===== src/rtl/lzss_pkg.sv =====
`default_nettype none
// ============================================================================
//  Module      : lzss_pkg
//  Description : Shared definitions for the LZSS match-search slice: FSM state
//                encoding, token field width constants and a constant clog2.
//  Revision    : 1.0 - initial release
// ============================================================================
package lzss_pkg;

    typedef enum logic [1:0] {
        ST_IDLE   = 2'd0,
        ST_SEARCH = 2'd1,
        ST_EMIT   = 2'd2,
        ST_SHIFT  = 2'd3
    } state_t;

    // Width of the literal field and of one window byte.
    localparam int c_LIT_W  = 8;
    localparam int c_BYTE_W = 8;

    // Ceiling log2, usable in constant expressions (port widths).
    function automatic int clog2(input int value);
        int r;
        r = 0;
        while ((1 << r) < value) r++;
        return r;
    endfunction

    // Token offset field must hold 0..dict_depth; length field 0..look_depth.
    function automatic int tok_off_w(input int dict_depth);
        return clog2(dict_depth + 1);
    endfunction

    function automatic int tok_len_w(input int look_depth);
        return clog2(look_depth + 1);
    endfunction

endpackage : lzss_pkg
`default_nettype wire


===== src/rtl/lzss_match_len.sv =====
`default_nettype none
// ============================================================================
//  Module      : lzss_match_len
//  Description : Combinational match length for one candidate offset. Counts
//                the leading lookahead bytes equal to the history starting
//                i_offset bytes back, capped at min(i_offset, i_look_cnt).
//  Ports       : i_dict     - history window, newest byte at the top
//                i_look     - lookahead window, byte 0 at [7:0]
//                i_offset   - candidate offset (1..pDictDepth)
//                i_look_cnt - valid lookahead bytes
//                o_len      - leading-equal count
//  Revision    : 1.0 - initial release
// ============================================================================
module lzss_match_len
    import lzss_pkg::*;
#(
    parameter int pDictDepth = 16,
    parameter int pLookDepth = 8
) (
    input  logic [pDictDepth*c_BYTE_W-1:0]   i_dict,
    input  logic [pLookDepth*c_BYTE_W-1:0]   i_look,
    input  logic [tok_off_w(pDictDepth)-1:0] i_offset,
    input  logic [tok_len_w(pLookDepth)-1:0] i_look_cnt,
    output logic [tok_len_w(pLookDepth)-1:0] o_len
);

    localparam int c_LW = tok_len_w(pLookDepth);

    // Align history so that byte k of w_win is dict[pDictDepth-offset+k].
    // Bytes past the newest one shift in as zero; they are masked by the
    // k < offset cap below, so their value never matters.
    logic [pLookDepth*c_BYTE_W-1:0] w_win;
    logic [pLookDepth-1:0]          w_eq;
    logic                           w_run;

    assign w_win = (pLookDepth*c_BYTE_W)'(i_dict >> (c_BYTE_W * (pDictDepth - int'(i_offset))));

    for (genvar k = 0; k < pLookDepth; k++) begin : g_byte
        assign w_eq[k] = (k < int'(i_offset)) && (k < int'(i_look_cnt)) &&
                         (w_win[k*c_BYTE_W +: c_BYTE_W] == i_look[k*c_BYTE_W +: c_BYTE_W]);
    end

    // Leading-ones count of w_eq.
    always_comb begin
        o_len = '0;
        w_run = 1'b1;
        for (int k = 0; k < pLookDepth; k++) begin
            w_run = w_run & w_eq[k];
            if (w_run) o_len = o_len + c_LW'(1);
        end
    end

endmodule : lzss_match_len
`default_nettype wire


===== src/rtl/lzss_match_search.sv =====
`default_nettype none
// ============================================================================
//  Module      : lzss_match_search
//  Description : LZSS longest-match search, one dictionary offset per cycle.
//                Emits a literal or (offset, length) token over a valid/ready
//                handshake, then pulses o_shift once per consumed byte.
//  Ports       : clk, rst             - clock, synchronous active-high reset
//                i_valid              - window contents valid (sampled in IDLE)
//                i_dict, i_dict_cnt   - history window and valid byte count
//                i_look, i_look_cnt   - lookahead window and valid byte count
//                o_shift              - one-byte shift strobe to window buffers
//                o_busy               - high whenever not IDLE
//                o_tok_*, i_tok_ready - token output handshake
//  Config      : LZSS_MATCH_EARLY_EXIT_EN - stop searching as soon as a
//                candidate covers the whole lookahead (latency only; tokens
//                are unchanged).
//  Revision    : 1.0 - initial release
// ============================================================================
module lzss_match_search
    import lzss_pkg::*;
#(
    parameter int pDictDepth = 16,
    parameter int pLookDepth = 8,
    parameter int pMinMatch  = 2
) (
    input  logic                             clk,
    input  logic                             rst,
    input  logic                             i_valid,
    input  logic [pDictDepth*c_BYTE_W-1:0]   i_dict,
    input  logic [tok_off_w(pDictDepth)-1:0] i_dict_cnt,
    input  logic [pLookDepth*c_BYTE_W-1:0]   i_look,
    input  logic [tok_len_w(pLookDepth)-1:0] i_look_cnt,
    output logic                             o_shift,
    output logic                             o_busy,
    output logic                             o_tok_valid,
    input  logic                             i_tok_ready,
    output logic                             o_tok_is_match,
    output logic [c_LIT_W-1:0]               o_tok_lit,
    output logic [tok_off_w(pDictDepth)-1:0] o_tok_offset,
    output logic [tok_len_w(pLookDepth)-1:0] o_tok_length
);

    localparam int c_DW = tok_off_w(pDictDepth);
    localparam int c_LW = tok_len_w(pLookDepth);

    state_t          r_state;
    logic [c_DW-1:0] r_off;
    logic [c_DW-1:0] r_best_off;
    logic [c_LW-1:0] r_best_len;
    logic [c_LW-1:0] r_shift_cnt;

    logic [c_LW-1:0] w_len;
    logic            w_better;
    logic [c_LW-1:0] w_fin_len;
    logic [c_DW-1:0] w_fin_off;
    logic [c_LW-1:0] w_target;
    logic            w_done;
    logic            w_is_lit;

    lzss_match_len #(
        .pDictDepth (pDictDepth),
        .pLookDepth (pLookDepth)
    ) u_match_len (
        .i_dict     (i_dict),
        .i_look     (i_look),
        .i_offset   (r_off),
        .i_look_cnt (i_look_cnt),
        .o_len      (w_len)
    );

    // Strictly-greater replacement keeps the smallest offset on ties; the
    // final decision folds in the candidate evaluated this cycle.
    always_comb begin
        w_better  = (w_len > r_best_len);
        w_fin_len = w_better ? w_len : r_best_len;
        w_fin_off = w_better ? r_off : r_best_off;
        w_target  = (int'(i_look_cnt) > pLookDepth) ? c_LW'(pLookDepth) : i_look_cnt;
`ifdef LZSS_MATCH_EARLY_EXIT_EN
        // A full-length candidate can never be beaten later, so stopping
        // here leaves the token unchanged.
        w_done    = (r_off >= i_dict_cnt) || (w_len == w_target);
`else
        w_done    = (r_off >= i_dict_cnt);
`endif
        w_is_lit  = (int'(w_fin_len) < pMinMatch);
    end

    assign o_busy  = (r_state != ST_IDLE);
    assign o_shift = (r_state == ST_SHIFT);

    always_ff @(posedge clk) begin
        if (rst) begin
            r_state        <= ST_IDLE;
            r_off          <= '0;
            r_best_off     <= '0;
            r_best_len     <= '0;
            r_shift_cnt    <= '0;
            o_tok_valid    <= 1'b0;
            o_tok_is_match <= 1'b0;
            o_tok_lit      <= '0;
            o_tok_offset   <= '0;
            o_tok_length   <= '0;
        end else begin
            case (r_state)
                ST_IDLE: begin
                    if (i_valid && (i_look_cnt != '0)) begin
                        r_best_len <= '0;
                        r_best_off <= '0;
                        if (i_dict_cnt == '0) begin
                            // Empty history: nothing to search, literal now.
                            o_tok_valid    <= 1'b1;
                            o_tok_is_match <= 1'b0;
                            o_tok_lit      <= i_look[c_LIT_W-1:0];
                            o_tok_offset   <= '0;
                            o_tok_length   <= c_LW'(1);
                            r_state        <= ST_EMIT;
                        end else begin
                            r_off   <= c_DW'(1);
                            r_state <= ST_SEARCH;
                        end
                    end
                end

                ST_SEARCH: begin
                    if (w_better) begin
                        r_best_len <= w_len;
                        r_best_off <= r_off;
                    end
                    if (w_done) begin
                        o_tok_valid <= 1'b1;
                        if (w_is_lit) begin
                            o_tok_is_match <= 1'b0;
                            o_tok_lit      <= i_look[c_LIT_W-1:0];
                            o_tok_offset   <= '0;
                            o_tok_length   <= c_LW'(1);
                        end else begin
                            o_tok_is_match <= 1'b1;
                            o_tok_lit      <= '0;
                            o_tok_offset   <= w_fin_off;
                            o_tok_length   <= w_fin_len;
                        end
                        r_state <= ST_EMIT;
                    end else begin
                        r_off <= r_off + c_DW'(1);
                    end
                end

                ST_EMIT: begin
                    if (i_tok_ready) begin
                        r_shift_cnt    <= o_tok_length;
                        o_tok_valid    <= 1'b0;
                        o_tok_is_match <= 1'b0;
                        o_tok_lit      <= '0;
                        o_tok_offset   <= '0;
                        o_tok_length   <= '0;
                        r_state        <= ST_SHIFT;
                    end
                end

                ST_SHIFT: begin
                    // One o_shift cycle per consumed byte; the last one
                    // returns to IDLE.
                    if (r_shift_cnt <= c_LW'(1)) begin
                        r_shift_cnt <= '0;
                        r_off       <= '0;
                        r_state     <= ST_IDLE;
                    end else begin
                        r_shift_cnt <= r_shift_cnt - c_LW'(1);
                    end
                end

                default: r_state <= ST_IDLE;
            endcase
        end
    end

endmodule : lzss_match_search
`default_nettype wire


===== config.mk =====
export PLATFORM = sky130hd
export DESIGN_NAME = lzss_match_search
export DESIGN_NICKNAME = d
export VERILOG_FILES = /design/src/rtl/lzss_pkg.sv /design/src/rtl/lzss_match_len.sv /design/src/rtl/lzss_match_search.sv
export SDC_FILE = /design/constraint.sdc
export NUM_CORES = 1
export LEC_CHECK = 0
export ABC_AREA = 1
export ABC_CLOCK_PERIOD_IN_PS = 13700
export CAP_MARGIN = 20
export CORE_ASPECT_RATIO = 0.5
export CORE_UTILIZATION = 50
export DETAILED_ROUTE_END_ITERATION = 10
export MAX_ROUTING_LAYER = met4
export PLACE_DENSITY = 0.88
export SLEW_MARGIN = 20
export SYNTH_ARGS = -nofsm -noshare
export SYNTH_HDL_FRONTEND = slang
export SYNTH_SLANG_ARGS = --single-unit

===== constraint.sdc =====
create_clock -name clk -period 13.7 [get_ports clk]
set_input_delay 1.37 -clock clk [delete_from_list [all_inputs] [get_ports clk]]
set_output_delay 1.37 -clock clk [all_outputs]
set_load 0.05 [all_outputs]

Word-level counts from Yosys, hierarchy flattened --
Index checks and enable logic that the tools add are counted.
Cells by class: bitwise gates (word level) 7, reductions and logical operators 30, shift operators 1, equal/unequal tests 18, add/sub/neg operators 10, multiplexer cells 56, order comparisons 20
Operator list (number):
- right shift 128 x 32 -> 64 bit | 1
- equality test 8 bit | 8
- 2-to-1 mux 4 bit | 16
- 2-to-1 mux 5 bit | 11
- 2-to-1 mux 8 bit | 5
- case mux 5 bit (3 select lines) | 2
- adder 4 x 1 -> 4 bit (second input constant) | 7
- case mux 8 bit (3 select lines) | 1
- less-than comparator 3 x 5 -> 1 bit (first input constant) | 4
- logical AND 1 bit | 17
- less-than comparator 3 x 4 -> 1 bit (first input constant) | 4
- case mux 4 bit (2 select lines) | 2
- != test 2 bit (second input constant) | 6
- case mux 4 bit (3 select lines) | 1
- less-than comparator 1 x 5 -> 1 bit (first input constant) | 2
- less-than comparator 2 x 5 -> 1 bit (first input constant) | 2
- 2-to-1 mux 2 bit | 5
- case mux 5 bit (2 select lines) | 1
- AND reduction 5 bit | 2
- 2-to-1 mux 1 bit | 9
- less-than comparator 1 x 4 -> 1 bit (first input constant) | 2
- less-than comparator 2 x 4 -> 1 bit (first input constant) | 2
- case mux 2 bit (4 select lines) | 1
- AND 1 bit | 7
- other kinds (18) | 24
Storage, ports and cells: input port bits 205, word-level logic and storage cells 152, output and inout port bits 21, flip-flop bits (word level) 39

Longest topological paths before layout --
word-level depth 25, gate-level depth with buffers 55

Hierarchy --
From an unflattened synthesis, not the netlist that was laid out.
Second synthesis, totals: cell total of the unflattened synthesis 1787, area, all modules 9371.5 um2
Modules (own cells, without submodules):
- lzss_match_len | area each 7180.6 um2, instances 1, sequential area each 0.0 um2, cells an instance 1484
- lzss_match_search | area each 2190.9 um2, instances 1, sequential area each 780.7 um2, cells an instance 303

Worst setup path after synthesis --
No wires, ideal clock.
path kind register to register, from register r_off[0], to register o_tok_offset[2], path buffers 5, setup slack 6.915 ns, clock period less this slack 6.785 ns, arrival 6.653 ns, cell stages (with the launch flop) 49, path through dfxtp_1 -> inv_2 -> buf_2 -> buf_2 -> buf_2 -> ha_1 -> inv_1 -> clkbuf_1 -> clkbuf_1 -> nand3_1 -> a21oi_1 -> nor2_2 -> nand3b_1 -> nand2_1 -> nor2_1 -> nand2_1 -> nor2_1 -> nand2_1 -> [... 13 more ...] -> nor2_1 -> a21oi_2 -> ha_1 -> or2_0 -> and2_1 -> ha_1 -> inv_1 -> nor2_1 -> o21ai_0 -> nand2_1 -> nand2_1 -> inv_1 -> nand3_1 -> nand2_1 -> nor2_2 -> nand3_1 -> nand4_1 -> a21oi_1
On the way: cells in the longest elaborated chain, start to end 25
RTL lines:
- start, declared | line lzss_match_search.sv:47 | logic [c_DW-1:0] r_off;
- start signal, assigned | line lzss_match_search.sv:118 | r_off <= c_DW'(1);
- start signal, assigned | line lzss_match_search.sv:144 | r_off <= r_off + c_DW'(1);
- subtractor 5 x 5 -> 6 bit | line lzss_match_len.sv:36 | assign w_win = (pLookDepth*c_BYTE_W)'(i_dict >> (c_BYTE_W * (pDictDepth - int'(i_offset))));
- right shift 128 x 32 -> 64 bit | line lzss_match_len.sv:36
- equality test 8 bit | line lzss_match_len.sv:40 | (w_win[k*c_BYTE_W +: c_BYTE_W] == i_look[k*c_BYTE_W +: c_BYTE_W]);
- logical AND 1 bit | line lzss_match_len.sv:39 | assign w_eq[k] = (k < int'(i_offset)) && (k < int'(i_look_cnt)) &&
- 2-to-1 mux 1 bit | line lzss_match_len.sv:49 | if (w_run) o_len = o_len + c_LW'(1);
- adder 4 x 1 -> 4 bit | line lzss_match_len.sv:49
- 2-to-1 mux 4 bit | line lzss_match_len.sv:49
- adder 4 x 1 -> 4 bit | line lzss_match_len.sv:49
- [... 9 more ...]
- adder 4 x 1 -> 4 bit | line lzss_match_len.sv:49
- 2-to-1 mux 4 bit | line lzss_match_len.sv:49
- > comparator 4 bit | line lzss_match_search.sv:74 | w_better = (w_len > r_best_len);
- 2-to-1 mux 4 bit
- less-than comparator 4 x 2 -> 1 bit | line lzss_match_search.sv:85 | w_is_lit = (int'(w_fin_len) < pMinMatch);
- 2-to-1 mux 5 bit | line lzss_match_search.sv:131 | if (w_is_lit) begin
- 2-to-1 mux 5 bit | line lzss_match_search.sv:129 | if (w_done) begin
- case mux 5 bit (3 select lines) | line lzss_match_search.sv:104 | case (r_state)
- end signal, assigned | line lzss_match_search.sv:139 | o_tok_offset <= w_fin_off;
- end, declared | line lzss_match_search.sv:39 | output logic [tok_off_w(pDictDepth)-1:0] o_tok_offset,
Parallel ways exist; a longest one is shown, timed or not. The select of a mux whose other input is x is not followed. A chain may end at the register's enable or synchronous reset.

Worst setup path in the final report --
from register r_off[0], to register o_tok_offset[0]
The elaborated chain is that of the path after synthesis.

==> Flow_metrics.wiki <==
{| class="wikitable"
! Metric !! Value
|-
| Area of placed instances || 10940 um^2
|-
| Chip width || 190.4 um
|-
| Flop pwr share || 8.4%
|-
| Relative slew slack || 29.66%
|-
| Largest net degree at the start of global routing || 99
|-
| Sort of element at the end of the critical path || register
|-
| Insertion delay to the later sink of the worst-skew pair || 280 ps
|-
| DIE HEIGHT || 96.20 um
|-
| Status || finished, final reports clean
|-
| Average wire per cell in the routed design || 19.26 um
|-
| Synth async-reset ratio || 0%
|-
| Estimated wirelength of the detail-placed design || 29.69 mm
|-
| Combinational group share of total power || 84.8%
|-
| Iteration-0 DRC count of the detailed router || 1852
|-
| Post-route clock period utilization || 71.25%
|-
| Synth warnings || 0
|-
| CP Launch Type || register
|-
| Diode count || 0
|-
| Per-instance average area after synthesis || 5.238 um^2
|-
| Sequential element share of the synthesized area || 8.799%
|-
| CP required || 13850 ps
|-
| DR vias || 12890
|-
| TritonCTS clock tree || done
|-
| Terminus of the critical flop-to-flop path || o_tok_offset[0]
|-
| Count of input and output buffers || 225
|-
| Slowest stage cell on the critical path || sky130_fd_sc_hd__ha_4
|-
| Setup slack of the worst register-to-register path || 3940 ps
|-
| MaxCap Viol Count || 0
|-
| Sw Share || 62.58%
|-
| Worst Tran Pin Value || 1044 ps
|-
| Post-synth top area share || 35.65%
|-
| First-pass iteration count of the detailed router || 7
|-
| Yosys reg bits || 39
|-
| Smallest hold slack || 467.3 ps
|-
| Gr usage total || 43.31%
|-
| Placer Congestion || 1.101
|-
| Synthesized instance count || 1694
|-
| Largest cells by area after synthesis || sky130_fd_sc_hd__nand3_1 36%, sky130_fd_sc_hd__nand2_1 18%, sky130_fd_sc_hd__dfxtp_1 8.8%
|-
| WHS Path Cells || 2
|-
| Core footprint || 17360 um^2
|-
| Fraction of layout cells with a size suffix above 1 || 3.855%
|-
| Most frequent cell after synthesis || sky130_fd_sc_hd__nand3_1
|-
| Initial core utilization || 51.12%
|-
| Remaining routing DRC violations || 0
|-
| Pwr Total || 1.782 mW
|-
| Number of placement rows || 34
|-
| Cell taking the most area after synthesis || sky130_fd_sc_hd__nand3_1
|-
| Clock slew at reported path FFs || 60 ps
|-
| Total setup violations reported at the end of the flow || 0
|-
| Total clock buffers created by CTS || 5
|-
| Overall die area || 18320 um^2
|-
| Static Leakage || 4.938 nW
|-
| Maximum buffer depth of the clock tree || 2
|-
| Placed insts || 2042
|-
| Clock network power share || 6.9%
|-
| Aggregate negative setup slack || 0 ps
|-
| Leading post-synthesis cells by instance count || 632 x sky130_fd_sc_hd__nand3_1, 428 x sky130_fd_sc_hd__nand2_1, 89 x sky130_fd_sc_hd__a21oi_1
|-
| Buffers inserted by post-CTS timing repair || 0
|-
| Synthesized cell area || 8874 um^2
|-
| Via count of the first global-routing pass || 11200
|-
| First-pass GRT wire length || 59.84 mm
|-
| Internal cell power || 666.8 uW
|-
| Max Fanout on Critical Path || 98
|-
| Number of top-level pins || 226
|-
| Total wirelength of the detailed-routed design || 39.49 mm
|-
| Peak per-stage delay on the critical path || 820 ps
|-
| Hold wc startpoint || r_best_off[4]
|-
| Worst path arrival time || 9910 ps
|-
| Post-Synthesis Net Count || 1921
|-
| Hold-fix buffer count after cts || 0
|-
| Clk Tree Root Cell || sky130_fd_sc_hd__clkbuf_16
|-
| Layout net count || 2042
|-
| Count of cells along the worst register-to-register path || 43
|-
| Number of nets with antenna violations after routing || 0
|-
| Non-filler instance count after layout || 2050
|-
| Antenna violations before repair || 0
|-
| Hold WC Path Type || reg2reg
|-
| Number of resized instances in the post-cts repair step || 0
|-
| Post-synthesis cell type count || 52
|-
| VDD IR max || 0.1016 mV
|-
| Final standard cell area without fillers || 11100 um^2
|-
| Fill cells || 1738
|-
| Number of clock sinks || 39
|-
| Worst R2R Start || r_off[0]
|-
| Most frequent CP cell || sky130_fd_sc_hd__nand2_1
|-
| Skew final || 2.776 ps
|-
| Number of flops mapped to enable cells by yosys || 0
|-
| Worst Path Class, Setup || reg2reg
|-
| Time the worst path needs with I/O delays and setup || 9761 ps
|-
| Max-slew violation count || 0
|-
| Power density normalized to cell area || 160.6 nW/um^2
|-
| Hold EP || r_best_off[4]
|-
| Remaining global-route overflow || 0
|-
| Final Hold Vio Count || 0
|-
| Setup repair after global routing missed its margin || false
|-
| Predominant post-synthesis flop cell || sky130_fd_sc_hd__dfxtp_1
|-
| Net Switching || 1.115 mW
|-
| Total number of H-tree levels || 2
|-
| Vias per cell || 6.286
|-
| Area grow syn2layout || 25.07%
|-
| Fmax || 102.4 MHz
|}
-- metrics by stage --
step / util (%) / worst slack (ps)
after floorplan: - / 6915
after global placement: 63.04 / 4525
after detailed placement: 63.04 / 4328
after CTS: 63.94 / 4265
after global routing: 63.94 / 3208
final: 63.94 / 3939
-- critical path: cells and delay by family, from the launching register on --
| family | cells | cell delay, ps |
|---|---|---|
| AOI/OAI and AO/OA | 6 | 1150 |
| adders and majority gates | 7 | 2520 |
| buffers and inverters | 8 | 2200 |
| DFF | 1 | 770 |
| and+or+nand+nor | 22 | 2900 |
-- area by class of cell --
type                       count  area, um^2  share of cell area (%)
clock buffer                   8       156.4                   1.409
inverter                     100       386.6                   3.484
multi-input combinational   1432        7136                   64.30
tap                          234       292.8                   2.638
timing repair buffer         237        2342                   21.10
sequential                    39       784.5                   7.069
-- cell usage in the layout (no fill, tap or decap), types with 2 or more instances in the layout --
cell                              netlist  final
sky130_fd_sc_hd__inv_2                  8      8
sky130_fd_sc_hd__nand3b_1              11     11
sky130_fd_sc_hd__nand2_1              428    428
sky130_fd_sc_hd__o211ai_1              26     26
sky130_fd_sc_hd__clkbuf_8               0      2
sky130_fd_sc_hd__buf_4                 17     12
sky130_fd_sc_hd__nor3_1                 4      4
sky130_fd_sc_hd__dfxtp_1               39     38
sky130_fd_sc_hd__o21a_1                 5      5
sky130_fd_sc_hd__o21bai_1               2      2
sky130_fd_sc_hd__clkbuf_16              0      5
sky130_fd_sc_hd__nand4_1               31     31
sky130_fd_sc_hd__nor2_2                 8      7
sky130_fd_sc_hd__nor2_4                 3      4
sky130_fd_sc_hd__and3_1                 2      2
sky130_fd_sc_hd__nor4_1                 2      2
sky130_fd_sc_hd__ha_1                  22     21
sky130_fd_sc_hd__o21ai_1                4      4
sky130_fd_sc_hd__o22ai_1                2      2
sky130_fd_sc_hd__o21ai_0               35     35
sky130_fd_sc_hd__clkdlybuf4s50_1        0    225
sky130_fd_sc_hd__nand3_1              632    632
sky130_fd_sc_hd__a21oi_1               89     89
sky130_fd_sc_hd__a21oi_2                7      7
sky130_fd_sc_hd__nor2_1                74     74
sky130_fd_sc_hd__a221oi_1               4      4
sky130_fd_sc_hd__or2_2                  8      8
sky130_fd_sc_hd__xor2_1                12     12
sky130_fd_sc_hd__inv_4                  1      2
sky130_fd_sc_hd__nor3b_1                2      2
sky130_fd_sc_hd__inv_1                 88     87
sky130_fd_sc_hd__nand2_4                2      2
-- per-layer routing --
| metal | GRT usage, % | up-vias | routed length (um) |
|---|---|---|---|
| met4 | 16.27 | 0 | 1487 |
| met2 | 66.00 | 900 | 16610 |
| li1 | - | 6094 | - |
| met5 | - | - | 0 |
| met3 | 12.29 | 125 | 5855 |
| met1 | 54.32 | 5767 | 15540 |
-- registers in the layout, summed over array words and instances, names as in the netlist --
signal          count
o_tok_lit           8
o_tok_offset        5
r_best_off          5
r_off               5
o_tok_length        4
r_best_len          4
r_shift_cnt         4
r_state             2
o_tok_is_match      1
o_tok_valid         1
-- worst max path at each step --
stage | start | end | slack, ps | cells past startpoint
CTS | r_off[0] | o_tok_offset[0] | 4270 | 43
global placement | r_off[0] | o_tok_offset[0] | 4520 | 45
detailed placement | r_off[0] | o_tok_lit[5] | 4330 | 44
floorplan | r_off[0] | o_tok_offset[2] | 6910 | 48
finish | r_off[0] | o_tok_offset[0] | 3940 | 43
global route | r_off[0] | o_tok_lit[1] | 3210 | 46
-- power by group through the flow --
stage | clock, mW | combinational [mW] | sequential (mW)
floorplan | 0 | 1.06 | 0.143
global placement | 0 | 1.44 | 0.150
detailed placement | 0 | 1.45 | 0.150
CTS | 0.123 | 1.45 | 0.148
global route | 0.127 | 1.63 | 0.151
finish | 0.122 | 1.51 | 0.149
-- cells by family (layout without fill, tap and decap cells) --
kind of cell	Yosys count	after routing	synth area share, %
adders and majority gates	22	22	3.102
xor gates and xnor gates	15	15	1.777
and+or+nand+nor	1216	1216	63.65
DFF	39	39	8.799
buffers and inverters	223	345	10.98
AOI/OAI and AO/OA	179	179	11.69
Note: power is estimated with default switching activity, not from simulation.
